## config.mk

```make
export PLATFORM = sky130hd
export DESIGN_NAME = bcd_down_timer
export DESIGN_NICKNAME = d
export VERILOG_FILES = /design/src/rtl/bcd_pkg.sv /design/src/rtl/bcd_down_digit.sv /design/src/rtl/bcd_down_timer.sv
export SDC_FILE = /design/constraint.sdc
export NUM_CORES = 1
export LEC_CHECK = 0
export CORE_MARGIN = 3
export CORE_UTILIZATION = 30
export CTS_BUF_LIST = sky130_fd_sc_hd__clkbuf_2 sky130_fd_sc_hd__clkbuf_4 sky130_fd_sc_hd__clkbuf_8
export DETAILED_ROUTE_END_ITERATION = 8
export SYNTH_ARGS = -nofsm -noshare
export SYNTH_HDL_FRONTEND = slang
export SYNTH_SLANG_ARGS = --single-unit
export TNS_END_PERCENT = 30
```

## constraint.sdc

```tcl
create_clock -name Clock -period 2.6 [get_ports Clock]
set_input_delay 0.52 -clock Clock [delete_from_list [all_inputs] [get_ports Clock]]
set_output_delay 0.52 -clock Clock [all_outputs]
set_load 0.01 [all_outputs]
```

## src/rtl/bcd_pkg.sv

```systemverilog
// Shared BCD digit constants and the digit type, used by the BCD up and down counters.
package bcd_pkg;

    typedef logic [3:0] bcd_t;

    localparam bcd_t BCD_MAX  = 4'd9;
    localparam bcd_t BCD_ZERO = 4'd0;

endpackage

```

## src/rtl/bcd_down_digit.sv

```systemverilog
// One decade of the BCD down counter: synchronous load (clamped to BCD), decrement with 0 -> 9 roll.
module bcd_down_digit
    import bcd_pkg::*;
(
    input  logic       Clock,
    input  logic       Reset,
    input  logic       Load,
    input  logic [3:0] LoadDigit,
    input  logic       Dec,
    output logic [3:0] Q,
    output logic       IsZero
);

    // Any nibble above 9 saturates so the register can never hold a non-BCD code.
    function automatic bcd_t bcd_clamp(input logic [3:0] d);
        bcd_clamp = (d > BCD_MAX) ? BCD_MAX : d;
    endfunction

    always_ff @(posedge Clock) begin
        if (Reset) begin
            Q <= BCD_ZERO;
        end else if (Load) begin
            Q <= bcd_clamp(LoadDigit);
        end else if (Dec) begin
            Q <= (Q == BCD_ZERO) ? BCD_MAX : Q - 4'd1;
        end
    end

    assign IsZero = (Q == BCD_ZERO);

endmodule

```

## src/rtl/bcd_down_timer.sv

```systemverilog
// Three-digit BCD down timer: per-digit registers, same-edge borrow chain, optional wrap at 000,
// and a registered one-cycle Done pulse on arrival at 000 by decrement.
module bcd_down_timer
    import bcd_pkg::*;
#(
    parameter bit WRAP = 1'b0
) (
    input  logic        Clock,
    input  logic        Reset,
    input  logic        Load,
    input  logic [11:0] LoadVal,
    input  logic        Enable,
    output logic [3:0]  Q1,
    output logic [3:0]  Q10,
    output logic [3:0]  Q100,
    output logic        Zero,
    output logic        Done
);

    logic z1, z10, z100;
    logic dec1, dec10, dec100;
    logic at_one;

    assign Zero = z1 & z10 & z100;

    // At 000 the chain only fires when wrapping; every digit then borrows to give 999.
    assign dec1   = Enable & (~Zero | WRAP);
    assign dec10  = dec1 & z1;
    assign dec100 = dec10 & z10;

    assign at_one = z100 & z10 & (Q1 == 4'd1);

    bcd_down_digit u_ones (
        .Clock     (Clock),
        .Reset     (Reset),
        .Load      (Load),
        .LoadDigit (LoadVal[3:0]),
        .Dec       (dec1),
        .Q         (Q1),
        .IsZero    (z1)
    );

    bcd_down_digit u_tens (
        .Clock     (Clock),
        .Reset     (Reset),
        .Load      (Load),
        .LoadDigit (LoadVal[7:4]),
        .Dec       (dec10),
        .Q         (Q10),
        .IsZero    (z10)
    );

    bcd_down_digit u_hundreds (
        .Clock     (Clock),
        .Reset     (Reset),
        .Load      (Load),
        .LoadDigit (LoadVal[11:8]),
        .Dec       (dec100),
        .Q         (Q100),
        .IsZero    (z100)
    );

    // Done rises together with the 001 -> 000 step; a Load in the same cycle suppresses it.
    always_ff @(posedge Clock) begin
        if (Reset) begin
            Done <= 1'b0;
        end else begin
            Done <= ~Load & Enable & at_one;
        end
    end

endmodule

```

==> run_results.csv <==
group,metric,value,unit
status,status,"completed",
setup_path,endpoint_kind,"output port",
route,vias,905,
route,avgViaCountPerCell,5.42,
power,max-vdd-ir-drop,0.000197,V
placed_design,dpl_cell_area,0.00119,mm2
layout,fin_util,47.8,%
synthesis,synth_warnings,0,
floorplanning,die_x,58.4,um
setup_path,crit_arrival,1.86,ns
layout,stdcell_area,0.00122,mm2
power,p_seq_share,43.4,%
layout,layout-drive-gt1-share,12.4,%
route,routed_wl,2.44,mm
power,switching_share,31.3,%
sta,rsz0062_at_grt,"no",
sta,tns,0,ns
floorplanning,start_util,32.4,%
synthesis,synthesis.instances,101,
synthesis,ys.flop_type,"dfxtp_1",
synthesis,ys_ff_latch,13,
synthesis,ys_seq_area_share,31.6,%
power,pwr_density_cell,459,mW/mm2
clock_tree,cts_setup_buffers,0,
global_route,grt_pass1_wl,4.18,mm
clock_tree,cts_root_buffer,"clkbuf_4",
sta,max_freq,0.421,GHz
route,drt_first_pass_iters,4,
synthesis,synth_edf_count,0,
sta,tightest_slew,0.565,ns
placed_design,io_buffers,29,
sta,period_share,91.4,%
synthesis,syn_nets,117,
clock_tree,hold_buffers,0,
route,wl_per_cell,14.6,um
global_route,grt_pass1_vias,922,
sta,max-slew-margin-rel,62.0,%
route,ant_nets,0,
layout,layout_commonest_cell,"clkdlybuf4s50_1",
clock_tree,cts_tree,"done",
worst_hold_path,min_path_type,"flip-flop to flip-flop",
placed_design,place_congestion,0.851,
setup_path,crit_buf_inv,2,
clock_tree,cts_resized,0,
layout,mostFrequentLayoutCells,"clkdlybuf4s50_1, dfxtp_1, nor2_1",
setup_path,worstSetupPathType,"flip-flop to output port",
floorplanning,core.rowCount,18,
setup_path,worstSetupStartpointType,"flip-flop",
sta,final_hold_viol_count,0,
setup_path,worstPathMaxFanout,13,
power,power.leakage,0.454,nW
floorplanning,dieArea,0.00341,mm2
floorplanning,die_y,58.4,um
floorplanning,coreArea,0.00254,mm2
power,p_int,384,uW
sta,clock_skew,0.00372,ns
global_route,grt_max_degree,14,
sta,slew_viol_final,0,
power,power,558,uW
synthesis,ys_async_sr_fraction,0,%
synthesis,synth.avg_cell_area,8.16,um2
clock_tree,clkSinkCount,13,
route,drtIter0Drc,11,
global_route,grt-ovfl-total,0,
synthesis,yosysUniqueCellTypes,38,
sta,min_period,2.38,ns
global_route,track_usage,15.6,%
clock_tree,cts-buffers-inserted,3,
setup_path,critPathRequiredTime,2.08,ns
clock_tree,clk_latency,0.28,ns
power,p_switching,175,uW
route,drc_errors,0,
power,p_clk_share,24.6,%
layout,n_antenna_cell,0,
setup_path,crit_family,"buffers and inverters",
setup_path,slowest_stage,"clkdlybuf4s50_1",
setup_path,cpPeakStageDelay,0.53,ns
floorplanning,io_pins,30,
synthesis,netlist_area,825,um2
power,p_comb_share,32.1,%
clock_tree,clockBufferDepth,2,
setup_path,crit_chain,"nor4_1 > nand3_1 > inv_2 > clkdlybuf4s50_1",
layout,area_growth,47.5,%
placed_design,hpwlAfterDp,1.84,mm
clock_tree,clk_pin_slew_worst_paths,0.08,ns
clock_tree,htreeDepth,1,
sta,setup_viol,0,
run,drv_cap,0,
global_route,antenna_found_initial,0,
layout,fin_nets,154,
-- worst reg2reg max path, stage by stage (launching register included) --
cell	delay, ns
dfxtp_1	0.47
nor4_2	0.56
nand2_1	0.13
or3_1	0.36
o311a_1	0.12
-- per-layer routing --
layer / GRT usage [%] / part of all wire, % / vias up
met5: 0 / 0 / -
met2: 26.3 / 46 / 36
met1: 19.2 / 46 / 412
met4: 5.96 / 1.0 / 0
li1: - / - / 453
met3: 3.51 / 7.3 / 4
-- power groups by stage --
stage / Clock (mW) / Combinational [mW] / Sequential, mW
5_1_grt: 0.155 / 0.196 / 0.247
3_3_place_gp: 0 / 0.178 / 0.246
3_5_place_dp: 0 / 0.178 / 0.247
2_1_floorplan: 0 / 0.0906 / 0.243
4_1_cts: 0.143 / 0.180 / 0.242
6_report: 0.137 / 0.179 / 0.242
-- flip-flops by register name, indices dropped and copies added, names as in the netlist --
signal / flops
u_hundreds.Q: 4
Done: 1
u_ones.Q: 4
u_tens.Q: 4
-- Yosys cell counts (2+ instances only) --
master     n  share of area [%]
a21oi_1    7                4.2
clkbuf_1   2               0.91
dfxtp_1   13                 32
inv_1      5                2.3
mux2i_1    4                4.9
nand2_1    6                2.7
nand2b_1   4                3.0
nand3_1    3                1.8
nand4_1    2                1.5
nand4b_1   2                2.1
nor2_1    10                4.6
nor2b_1    2                1.5
nor3b_1    2                1.8
nor4_1     3                2.3
nor4_2     2                3.0
nor4b_1    2                2.1
o21ai_0    9                5.5
o21ai_1    2                1.2
o32ai_1    2                2.1
-- layout make-up --
class / count / area, um2
fillers: 277 / 1330
clock buffers: 4 / 30.0
multi-input cells: 79 / 531
well taps: 30 / 37.5
inverters: 6 / 22.5
repair buffers: 35 / 335
flip-flops and latches: 13 / 260
-- cell families (layout without fill, tap and decap cells) --
family | count (synthesis) | count (layout) | synth area share (%)
multiplexers | 4 | 4 | 4.86
AND/OR/NAND/NOR | 44 | 44 | 32.0
flip-flops | 13 | 13 | 31.6
buffers and inverters | 9 | 45 | 4.10
AO/OA/AOI/OAI | 29 | 29 | 25.3
XOR/XNOR | 2 | 2 | 2.12
-- worst paths after layout --
path                         from               to  slack, ns  depth (start not counted)
setup / recovery      u_ones.Q[0]             Zero       0.22                          4
hold / removal    u_hundreds.Q[3]  u_hundreds.Q[3]       0.54                          2
setup reg to reg      u_ones.Q[0]      u_tens.Q[3]       0.85                          4
hold reg to reg   u_hundreds.Q[3]  u_hundreds.Q[3]       0.54                          2
-- per-stage QoR --
step	setup WS, ns	cells	hold slack (ns)
floorplan	0.847	101	0.530
global placement	0.267	163	0.515
detailed placement	0.196	163	0.529
CTS	0.232	167	0.542
global route	0.116	167	0.573
finish	0.225	167	0.539
No activity file was read; power rests on OpenSTA's default activity.
